===== src/rtl/hd44780_pkg.sv =====
// Shared types and constants for the HD44780 write-only bus driver:
// FSM state encoding, LCD command codes, the power-on init ROMs for the
// 8-bit and 4-bit bus widths, and small elaboration-time helpers.
package hd44780_pkg;

  typedef enum logic [2:0] {
    ST_POR_WAIT,
    ST_INIT,
    ST_IDLE,
    ST_SETUP,
    ST_E_HIGH,
    ST_HOLD,
    ST_EXEC
  } state_e;

  localparam logic [7:0] CMD_CLEAR   = 8'h01;
  localparam logic [7:0] CMD_HOME    = 8'h02;
  localparam logic [7:0] CMD_FUNC_8B = 8'h38;
  localparam logic [7:0] CMD_FUNC_4B = 8'h28;
  localparam logic [7:0] CMD_DISP_ON = 8'h0C;
  localparam logic [7:0] CMD_ENTRY   = 8'h06;
  localparam logic [7:0] CMD_WAKE    = 8'h30;
  // Function-set nibble 0x2 placed in the high half, used to switch to 4-bit mode
  localparam logic [7:0] CMD_WAKE_4B = 8'h20;

  localparam int INIT_LEN_8B = 7;
  localparam int INIT_LEN_4B = 8;

  // One init step in 4-bit mode: single=1 sends only the high nibble
  typedef struct packed {
    logic       single;
    logic [7:0] code;
  } init_entry_t;

  function automatic logic [7:0] init_rom_8b(input logic [3:0] idx);
    case (idx)
      4'd0, 4'd1, 4'd2: return CMD_WAKE;
      4'd3:             return CMD_FUNC_8B;
      4'd4:             return CMD_DISP_ON;
      4'd5:             return CMD_CLEAR;
      4'd6:             return CMD_ENTRY;
      default:          return 8'h00;
    endcase
  endfunction

  function automatic init_entry_t init_rom_4b(input logic [3:0] idx);
    case (idx)
      4'd0, 4'd1, 4'd2: return '{1'b1, CMD_WAKE};
      4'd3:             return '{1'b1, CMD_WAKE_4B};
      4'd4:             return '{1'b0, CMD_FUNC_4B};
      4'd5:             return '{1'b0, CMD_DISP_ON};
      4'd6:             return '{1'b0, CMD_CLEAR};
      4'd7:             return '{1'b0, CMD_ENTRY};
      default:          return '{1'b0, 8'h00};
    endcase
  endfunction

  // Zero-length timings collapse to a single cycle
  function automatic int clamp1(input int v);
    return (v < 1) ? 1 : v;
  endfunction

  function automatic int max2(input int a, input int b);
    return (a > b) ? a : b;
  endfunction

  // Clear (0x01) and home (0x02/0x03) instructions need the long execution wait
  function automatic logic is_long_cmd(input logic rs, input logic [7:0] code);
    return !rs && ((code == CMD_CLEAR) || (code[7:1] == CMD_HOME[7:1]));
  endfunction

endpackage


===== src/rtl/hd44780_delay_counter.sv =====
// Load/count/done down-counter shared by every timed state of the driver.
// A state lasting N cycles loads N-1 on entry and leaves when done is seen.
module hd44780_delay_counter #(
  parameter int               CNT_W   = 8,
  parameter logic [CNT_W-1:0] RST_VAL = '0
) (
  input  logic             clk_i,
  input  logic             rst_i,
  input  logic             load_i,
  input  logic [CNT_W-1:0] load_val_i,
  output logic             done_o
);

  logic [CNT_W-1:0] cnt_q;
  logic [CNT_W-1:0] cnt_d;

  // Load takes priority; otherwise count down and park at zero
  always_comb begin
    cnt_d = cnt_q;
    if (load_i) begin
      cnt_d = load_val_i;
    end else if (cnt_q != '0) begin
      cnt_d = cnt_q - 1'b1;
    end
  end

  // Reset arms the counter with its start value so the first timed state begins at once
  always_ff @(posedge clk_i) begin
    if (rst_i) begin
      cnt_q <= RST_VAL;
    end else begin
      cnt_q <= cnt_d;
    end
  end

  assign done_o = (cnt_q == '0);

endmodule


===== src/rtl/hd44780_bus_driver.sv =====
// HD44780 write-only bus driver. Runs the LCD power-on init by itself, then
// accepts one byte + RS flag per valid/ready handshake and strobes it onto the
// LCD pins with setup / enable-high / hold timing and an execution wait.
// Build option: define HD44780_NIBBLE_MODE_EN for a 4-bit bus (DB[7:4] only,
// high nibble then low nibble); left undefined the bus is 8 bits wide.
module hd44780_bus_driver
  import hd44780_pkg::*;
#(
  parameter int T_POR_CYC   = 4_000_000,
  parameter int T_SETUP_CYC = 10,
  parameter int T_EHIGH_CYC = 50,
  parameter int T_HOLD_CYC  = 10,
  parameter int T_EXEC_CYC  = 4_000,
  parameter int T_CLEAR_CYC = 160_000,
  parameter int T_INIT1_CYC = 410_000
) (
  input  logic       i_clk,
  input  logic       i_rst,
  input  logic       i_valid,
  input  logic       i_rs,
  input  logic [7:0] i_data,
  output logic       o_ready,
  output logic       o_init_done,
  output logic       o_lcd_rs,
  output logic       o_lcd_rw,
  output logic       o_lcd_e,
  output logic [7:0] o_lcd_db
);

  localparam int POR_C   = clamp1(T_POR_CYC);
  localparam int SETUP_C = clamp1(T_SETUP_CYC);
  localparam int EHIGH_C = clamp1(T_EHIGH_CYC);
  localparam int HOLD_C  = clamp1(T_HOLD_CYC);
  localparam int EXEC_C  = clamp1(T_EXEC_CYC);
  localparam int CLEAR_C = clamp1(T_CLEAR_CYC);
  localparam int INIT1_C = clamp1(T_INIT1_CYC);
  localparam int MAX_C   = max2(max2(max2(POR_C, SETUP_C), max2(EHIGH_C, HOLD_C)),
                                max2(max2(EXEC_C, CLEAR_C), INIT1_C));
  localparam int CNT_W   = (MAX_C > 1) ? $clog2(MAX_C) : 1;

  localparam logic [CNT_W-1:0] LD_POR   = CNT_W'(POR_C - 1);
  localparam logic [CNT_W-1:0] LD_SETUP = CNT_W'(SETUP_C - 1);
  localparam logic [CNT_W-1:0] LD_EHIGH = CNT_W'(EHIGH_C - 1);
  localparam logic [CNT_W-1:0] LD_HOLD  = CNT_W'(HOLD_C - 1);
  localparam logic [CNT_W-1:0] LD_EXEC  = CNT_W'(EXEC_C - 1);
  localparam logic [CNT_W-1:0] LD_CLEAR = CNT_W'(CLEAR_C - 1);
  localparam logic [CNT_W-1:0] LD_INIT1 = CNT_W'(INIT1_C - 1);

  state_e           state_q;
  logic [3:0]       idx_q;
  logic             hold_rs_q;
  logic [7:0]       hold_code_q;
  logic             ready_q;
  logic             init_done_q;
  logic             lcd_rs_q;
  logic             lcd_e_q;
  logic [7:0]       lcd_db_q;
  logic             cnt_load;
  logic [CNT_W-1:0] cnt_val;
  logic             cnt_done;
  logic [7:0]       rom_code;

`ifdef HD44780_NIBBLE_MODE_EN
  localparam int INIT_LEN = INIT_LEN_4B;
  init_entry_t rom_ent;
  logic        rom_single;
  logic        single_q;
  logic        low_q;
  assign rom_ent    = init_rom_4b(idx_q);
  assign rom_code   = rom_ent.code;
  assign rom_single = rom_ent.single;
`else
  localparam int INIT_LEN = INIT_LEN_8B;
  assign rom_code = init_rom_8b(idx_q);
`endif

  // First bus value of a transfer: the whole byte, or its high nibble on a 4-bit bus
  function automatic logic [7:0] bus_first(input logic [7:0] code);
`ifdef HD44780_NIBBLE_MODE_EN
    return {code[7:4], 4'h0};
`else
    return code;
`endif
  endfunction

  // Execution wait: first wake-up write, clear/home, or an ordinary command
  function automatic logic [CNT_W-1:0] exec_load(input logic first_init, input logic rs,
                                                 input logic [7:0] code);
    if (first_init) begin
      return LD_INIT1;
    end else if (is_long_cmd(rs, code)) begin
      return LD_CLEAR;
    end
    return LD_EXEC;
  endfunction

  // Counter load requests, issued on the cycle each timed state is entered
  always_comb begin
    cnt_load = 1'b0;
    cnt_val  = '0;
    case (state_q)
      ST_INIT: begin
        cnt_load = 1'b1;
        cnt_val  = LD_SETUP;
      end
      ST_IDLE: begin
        if (i_valid) begin
          cnt_load = 1'b1;
          cnt_val  = LD_SETUP;
        end
      end
      ST_SETUP: begin
        if (cnt_done) begin
          cnt_load = 1'b1;
          cnt_val  = LD_EHIGH;
        end
      end
      ST_E_HIGH: begin
        if (cnt_done) begin
          cnt_load = 1'b1;
          cnt_val  = LD_HOLD;
        end
      end
      ST_HOLD: begin
        if (cnt_done) begin
          cnt_load = 1'b1;
          cnt_val  = exec_load(!init_done_q && (idx_q == 4'd0), hold_rs_q, hold_code_q);
`ifdef HD44780_NIBBLE_MODE_EN
          if (!low_q && !single_q) begin
            cnt_val = LD_SETUP;
          end
`endif
        end
      end
      default: begin
        cnt_load = 1'b0;
      end
    endcase
  end

  hd44780_delay_counter #(
    .CNT_W  (CNT_W),
    .RST_VAL(LD_POR)
  ) u_delay (
    .clk_i     (i_clk),
    .rst_i     (i_rst),
    .load_i    (cnt_load),
    .load_val_i(cnt_val),
    .done_o    (cnt_done)
  );

  // Main sequencer: POR wait, init ROM playback, handshake and pin timing
  always_ff @(posedge i_clk) begin
    if (i_rst) begin
      state_q     <= ST_POR_WAIT;
      idx_q       <= '0;
      hold_rs_q   <= 1'b0;
      hold_code_q <= '0;
      ready_q     <= 1'b0;
      init_done_q <= 1'b0;
      lcd_rs_q    <= 1'b0;
      lcd_e_q     <= 1'b0;
      lcd_db_q    <= '0;
`ifdef HD44780_NIBBLE_MODE_EN
      single_q    <= 1'b0;
      low_q       <= 1'b0;
`endif
    end else begin
      case (state_q)
        ST_POR_WAIT: begin
          if (cnt_done) begin
            idx_q   <= '0;
            state_q <= ST_INIT;
          end
        end
        ST_INIT: begin
          hold_rs_q   <= 1'b0;
          hold_code_q <= rom_code;
          lcd_rs_q    <= 1'b0;
          lcd_db_q    <= bus_first(rom_code);
`ifdef HD44780_NIBBLE_MODE_EN
          single_q    <= rom_single;
          low_q       <= 1'b0;
`endif
          state_q     <= ST_SETUP;
        end
        ST_IDLE: begin
          if (i_valid) begin
            hold_rs_q   <= i_rs;
            hold_code_q <= i_data;
            lcd_rs_q    <= i_rs;
            lcd_db_q    <= bus_first(i_data);
            ready_q     <= 1'b0;
`ifdef HD44780_NIBBLE_MODE_EN
            single_q    <= 1'b0;
            low_q       <= 1'b0;
`endif
            state_q     <= ST_SETUP;
          end
        end
        ST_SETUP: begin
          if (cnt_done) begin
            lcd_e_q <= 1'b1;
            state_q <= ST_E_HIGH;
          end
        end
        ST_E_HIGH: begin
          if (cnt_done) begin
            lcd_e_q <= 1'b0;
            state_q <= ST_HOLD;
          end
        end
        ST_HOLD: begin
          if (cnt_done) begin
`ifdef HD44780_NIBBLE_MODE_EN
            if (!low_q && !single_q) begin
              low_q    <= 1'b1;
              lcd_db_q <= {hold_code_q[3:0], 4'h0};
              state_q  <= ST_SETUP;
            end else begin
              low_q    <= 1'b0;
              state_q  <= ST_EXEC;
            end
`else
            state_q <= ST_EXEC;
`endif
          end
        end
        ST_EXEC: begin
          if (cnt_done) begin
            if (init_done_q) begin
              ready_q <= 1'b1;
              state_q <= ST_IDLE;
            end else if (idx_q == 4'(INIT_LEN - 1)) begin
              init_done_q <= 1'b1;
              ready_q     <= 1'b1;
              state_q     <= ST_IDLE;
            end else begin
              idx_q   <= idx_q + 4'd1;
              state_q <= ST_INIT;
            end
          end
        end
        default: begin
          state_q <= ST_POR_WAIT;
        end
      endcase
    end
  end

  assign o_ready     = ready_q;
  assign o_init_done = init_done_q;
  assign o_lcd_rs    = lcd_rs_q;
  assign o_lcd_rw    = 1'b0;
  assign o_lcd_e     = lcd_e_q;
  assign o_lcd_db    = lcd_db_q;

endmodule


===== config.mk =====
export PLATFORM = sky130hd
export DESIGN_NAME = hd44780_bus_driver
export DESIGN_NICKNAME = d
export VERILOG_FILES = /design/src/rtl/hd44780_pkg.sv /design/src/rtl/hd44780_delay_counter.sv /design/src/rtl/hd44780_bus_driver.sv
export SDC_FILE = /design/constraint.sdc
export NUM_CORES = 1
export LEC_CHECK = 0
export BUFFER_PORTS_ARGS = -buffer_cell sky130_fd_sc_hd__buf_2
export CORE_MARGIN = 2
export CORE_UTILIZATION = 31
export CTS_CLUSTER_SIZE = 14
export DETAILED_ROUTE_END_ITERATION = 10
export HOLD_SLACK_MARGIN = 0.06
export PLACE_DENSITY_LB_ADDON = 0.08
export SLEW_MARGIN = 20
export SYNTH_ARGS = -nofsm -noshare
export SYNTH_HDL_FRONTEND = slang
export SYNTH_SLANG_ARGS = --single-unit

===== constraint.sdc =====
create_clock -name i_clk -period 3.8 [get_ports i_clk]
set_input_delay 0.19 -clock i_clk [delete_from_list [all_inputs] [get_ports i_clk]]
set_output_delay 0.19 -clock i_clk [all_outputs]
set_load 0.02 [all_outputs]

== Word level (Yosys, flattened, before mapping) ==
Index checks and enable logic that the tools add are counted.

* Output and inout port bits: 13
* Register bits: 41
* Logic and storage cells: 101
* Memories: 0
* ROM bits: 0
* RAM bits: 0
* Latch bits: 0

* Muxes and demuxes: 46
* Divide/modulo/power cells: 0
* $add $sub $neg: 2
* Reductions and logical operators: 22
* Magnitude comparators: 0
* Shift-type cells: 0
* Bitwise gates (word level): 0
* Eq/ne operators: 23
* Multiply operators: 0

{| class="wikitable"
|+ Operators with widths
! cell !! number
|-
| $mux W22 || 6
|-
| $pmux W22 S5 || 1
|-
| $pmux W6 S5 || 1
|-
| $mux W4 || 6
|-
| $logic_not A22 Y1 || 1
|-
| $reduce_bool A22 Y1 || 1
|-
| $sub A22 B1 Y22 const B || 1
|-
| $pmux W3 S7 || 1
|-
| $mux W3 || 6
|-
| $ne A2 B2 Y1 const B || 8
|-
| $pmux W8 S2 || 1
|-
| $mux W1 || 15
|-
| $eq A4 B3 Y1 const B || 3
|-
| $reduce_bool A2 Y1 || 5
|-
| $eq A3 B3 Y1 const B || 3
|-
| $eq A4 B2 Y1 const B || 2
|-
| $eq A8 B1 Y1 const B || 1
|-
| $mux W8 || 1
|-
| $pmux W4 S2 || 1
|-
| $eq A7 B1 Y1 const B || 1
|-
| $eq A3 B2 Y1 const B || 2
|-
| $mux W6 || 1
|-
| $pmux W1 S2 || 3
|-
| $reduce_and A6 Y1 || 1
|-
| 16 further kinds || 21
|}

== Logic depth before layout (Yosys ltp) ==
* Depth after elaboration: 11
* Gate-level depth with buffers: 8

== By module ==
A second synthesis with hierarchy kept.

* Cell total of the unflattened synthesis: 294
* Area, all modules: 2471.1 sq um

{| class="wikitable"
|+ Modules (own cells, without submodules)
! module !! cells an instance !! sequential area each (sq um) !! times used !! area an instance (sq um)
|-
| hd44780_delay_counter || 144 || 440.4 || 1 || 1275.0
|-
| hd44780_bus_driver || 150 || 380.4 || 1 || 1196.1
|}

== Least setup slack after synthesis ==
Ideal clock, no wire load.

* Kind: reg2reg
* Start point: reg u_delay.cnt_q[8]
* End point: reg u_delay.cnt_q[5]
* Path slack: 1432 ps
* Library setup time: 124 ps
* Stages on the path, launching flop included: 7
* Buffers on the path: 1
* Arrival time: 2244 ps
* Cells stage by stage: dfxtp_1 > or4_4 > or3_4 > buf_6 > o41ai_4 > o21ai_1 > a2111o_1

* Cells in the longest elaborated chain, start to end: 4
* Elaborated cells on any way between the ends: 9

{| class="wikitable"
|+ RTL lines
! item !! RTL line !! text
|-
| from (decl) || hd44780_delay_counter.sv:14 || <nowiki>logic [CNT_W-1:0] cnt_q;</nowiki>
|-
| from (signal assigned) || hd44780_delay_counter.sv:32 || <nowiki>cnt_q <= cnt_d;</nowiki>
|-
| $logic_not A22 Y1 || hd44780_delay_counter.sv:36 || <nowiki>assign done_o = (cnt_q == '0);</nowiki>
|-
| $mux W22 (tied with other cells) || hd44780_bus_driver.sv:125 || <nowiki>if (cnt_done) begin</nowiki>
|-
| $pmux W22 S5 or $pmux W1 S3 (tied branches) || hd44780_bus_driver.sv:101 || <nowiki>case (state_q)</nowiki>
|-
| $mux W22 or $reduce_bool A2 Y1 (tied branches) || -- ||
|}

Parallel ways exist; a longest one is shown, timed or not.
A chain may end at the register's enable or synchronous reset.

== Worst setup path in the final report ==
* Start point: reg u_delay.cnt_q[8]
* End point: reg u_delay.cnt_q[17]

* Cells in the longest elaborated chain, start to end: 4
* Elaborated cells on any way between the ends: 10

{| class="wikitable"
|+ RTL lines
! item
|-
| branches (longest 4 deep; another with $sub A22 B1 Y22)
|}

Parallel ways; which one is timed is not known. The select of a mux whose other input is x is not followed.

==> reports/results.txt <==
FF+latch count, synth: 41
Setup_tns: 0 ns
Vias in the first global route: 2182
Setup violators final: 0
Crit Path Class: reg -> reg
Slew Viols, Final: 0
Crit-path cells: or4_4, nor3_1, o2111ai_1, nand2_1, o22ai_1
Leading register cell type out of synthesis: dfxtp_1
Residual overflow from global routing: 0
CTS tree: built
Clock skew: 0.00412 ns
Final setup margin: 0.883 ns
Tightest Pin Transition: 0.929 ns
Routed wire per std cell: 16.5 µm
Hold Buf Count CTS: 0
Clk root buf: clkbuf_8
Worst Hold Class: in -> reg
Total global-route track usage: 16.9%
Diode count: 0
Status: complete, no violations
Iter 0 DRT Violations: 130
Clk sinks: 41
# nets final: 331
PostCTS Resize Cnt: 0
Area Overhead vs Synth: 13.8%
Slowest-stage cell, CP: nor3_1
Port buffer count: 23
Fraction of layout cells with a size suffix above 1: 15.0%
Slew margin rel.: 37.2%
Rows: 32
Fmax: 343 MHz
Final hold vios: 0
Req. time, crit path: 3.98 ns
Post-Syn Area: 2410 µm²
Vias: 2292
Fill count: 845
Full die area: 8490 µm²
Top delay family on crit path: simple AND/OR/NAND/NOR gates
Htree depth: 2
Buf/Inv on CP: 0
Num CTS Buffers: 5
Initial antenna violation count: 0
Critical Path Sink Type: register
Post-Syn Nets: 312
Drt pass-1 iters: 4
Pin count of the biggest net entering global routing: 27
Syn avg cell area: 8.19 µm²
Clock tree buffer depth: 2
First-pass GRT wire length: 11400 µm
VDD IR max: 0.000111 V
Leak pwr: 0.972 nW
Die X: 92.1 µm
Worst-Skew Late Latency: 0.30 ns
WP data arrival: 3.10 ns
# IOs: 25
PD cells: 340 nW/µm²
Register area share after synthesis: 34.1%
DR vias/cell: 5.51
Worst setup SP type: register
Max_cap viols: 0
Total Routed Length: 6880 µm
CORE AREA: 7610 µm²
Yosys warnings: 0
Routed Antenna Nets: 0
Critical path peak fanout: 7
Post-CTS Repair Setup Buffers: 0
Placer Congestion: 0.792
Place WS: 0.843 ns
Die Y: 92.1 µm
Min Clock Period, post-route: 2.92 ns
Mapped Cells: 294
Post-synth EDFFs: 0
RSZ-0062 raised after global routing: false
Worst-path clk slew: 0.09 ns
Tcrit/Tclk final: 76.8%
Ys async rst share: 0%
CP peak stage delay: 0.71 ns
Drt drc: 0
Post-detail-place hpwl: 4950 µm
Initial core utilization: 31.6%
Post-synthesis cell type count: 66
metrics by stage:
stage | util [%] | cell area, µm² | hold slack, ns | power (mW) | cells
floorplan | - | 2410 | 0.329 | 0.490 | 294
global placement | 34.2 | 2610 | 0.424 | 0.507 | 408
detailed placement | 34.2 | 2610 | 0.435 | 0.507 | 408
CTS | 36.0 | 2740 | 0.120 | 0.938 | 416
global route | 36.0 | 2740 | 0.146 | 0.960 | 416
finish | 36.0 | 2740 | 0.118 | 0.931 | 416
registers in the layout, indices dropped and copies added, names as in the netlist:
signal	cells
idx_q	4
o_init_done	1
o_lcd_db	8
o_lcd_e	1
o_lcd_rs	1
o_ready	1
state_q	3
u_delay.cnt_q	22
metal layers:
metal	track usage (%)	vias up	routed length, µm
li1	-	1147	-
met1	24.7	1108	3580
met2	26.1	29	3060
met3	1.97	8	146
met4	5.22	0	91
met5	0	-	0
cells by family (layout without fill, tap and decap cells):
kind of cell,Yosys count,count (layout),synth area share [%]
other,1,1,0.156
multiplexers,4,4,1.72
AND/OR/NAND/NOR,127,127,29.2
AO/OA/AOI/OAI,81,81,23.6
buffers and inverters,23,43,4.05
XOR/XNOR,11,11,4.00
adder cells (fa/ha/maj),6,6,3.12
flip-flops,41,41,34.1
power by group:
group	internal, mW	total [mW]	switching (mW)	leakage (nW)
Clock	0.261	0.434	0.173	0.0681
Combinational	0.0208	0.0500	0.0292	0.572
Sequential	0.436	0.447	0.0105	0.331
tightest hold or removal path, stage by stage:
cell	delay, ns
buf_2	0.07
a22oi_1	0.05
nor2_1	0.07
layout by cell type (no fill, tap or decap), types with 2 or more instances in the layout:
cell,count
a2111oi_0,2
a211oi_1,6
a21boi_0,2
a21oi_1,21
a22oi_1,4
a31oi_1,5
and2_1,2
buf_2,23
buf_4,2
bufinv_16,2
clkbuf_8,5
dfxtp_1,41
ha_1,6
inv_1,10
mux2i_1,3
nand2_1,22
nand2b_1,2
nand3_1,10
nand3b_1,5
nor2_1,30
nor2b_1,2
nor3_1,17
nor4_1,13
nor4b_1,2
o2111ai_1,2
o211ai_1,3
o21ai_0,14
o31a_1,2
o31ai_1,3
o41ai_1,3
or3_1,4
or4_1,2
xnor2_1,10
layout make-up:
cell class	count	area [µm²]	area share, %
sequential	41	821	30.0
clock inverter	3	65.1	2.38
multi-input combinational	230	1490	54.4
clock buffer	5	68.8	2.51
inverter	10	37.5	1.37
timing repair buffer	25	130	4.75
tap	102	128	4.66
synthesized netlist by cell type, drive strengths merged (3+ instances only):
master	n	area, µm²
inv	10	37.5
dfxtp	41	821
nand3	11	60.1
and2	3	18.8
o211ai	3	22.5
o31ai	3	22.5
o21ai	15	75.1
nor2	30	113
nand2	23	88.8
buf	4	26.3
a21oi	21	105
xnor2	10	87.6
or3	6	43.8
nand3b	5	37.5
ha	6	75.1
a31oi	5	31.3
mux2i	3	30.0
o41ai	4	53.8
a2111oi	3	32.5
nor4	15	115
a211oi	6	45.0
a22oi	4	30.0
nor3	18	101
or4	3	26.3
clkbuf	9	33.8
path summary, 6_finish.rpt:
kind,cells after the start,endpoint,slack (ns),start
hold reg to reg,2,o_lcd_e,0.50,o_lcd_e
hold / removal,3,o_lcd_db[6],0.12,i_data[6]
setup reg to reg,5,u_delay.cnt_q[17],0.88,u_delay.cnt_q[8]
setup / recovery,5,u_delay.cnt_q[17],0.88,u_delay.cnt_q[8]
No activity file was read; power rests on OpenSTA's default activity.
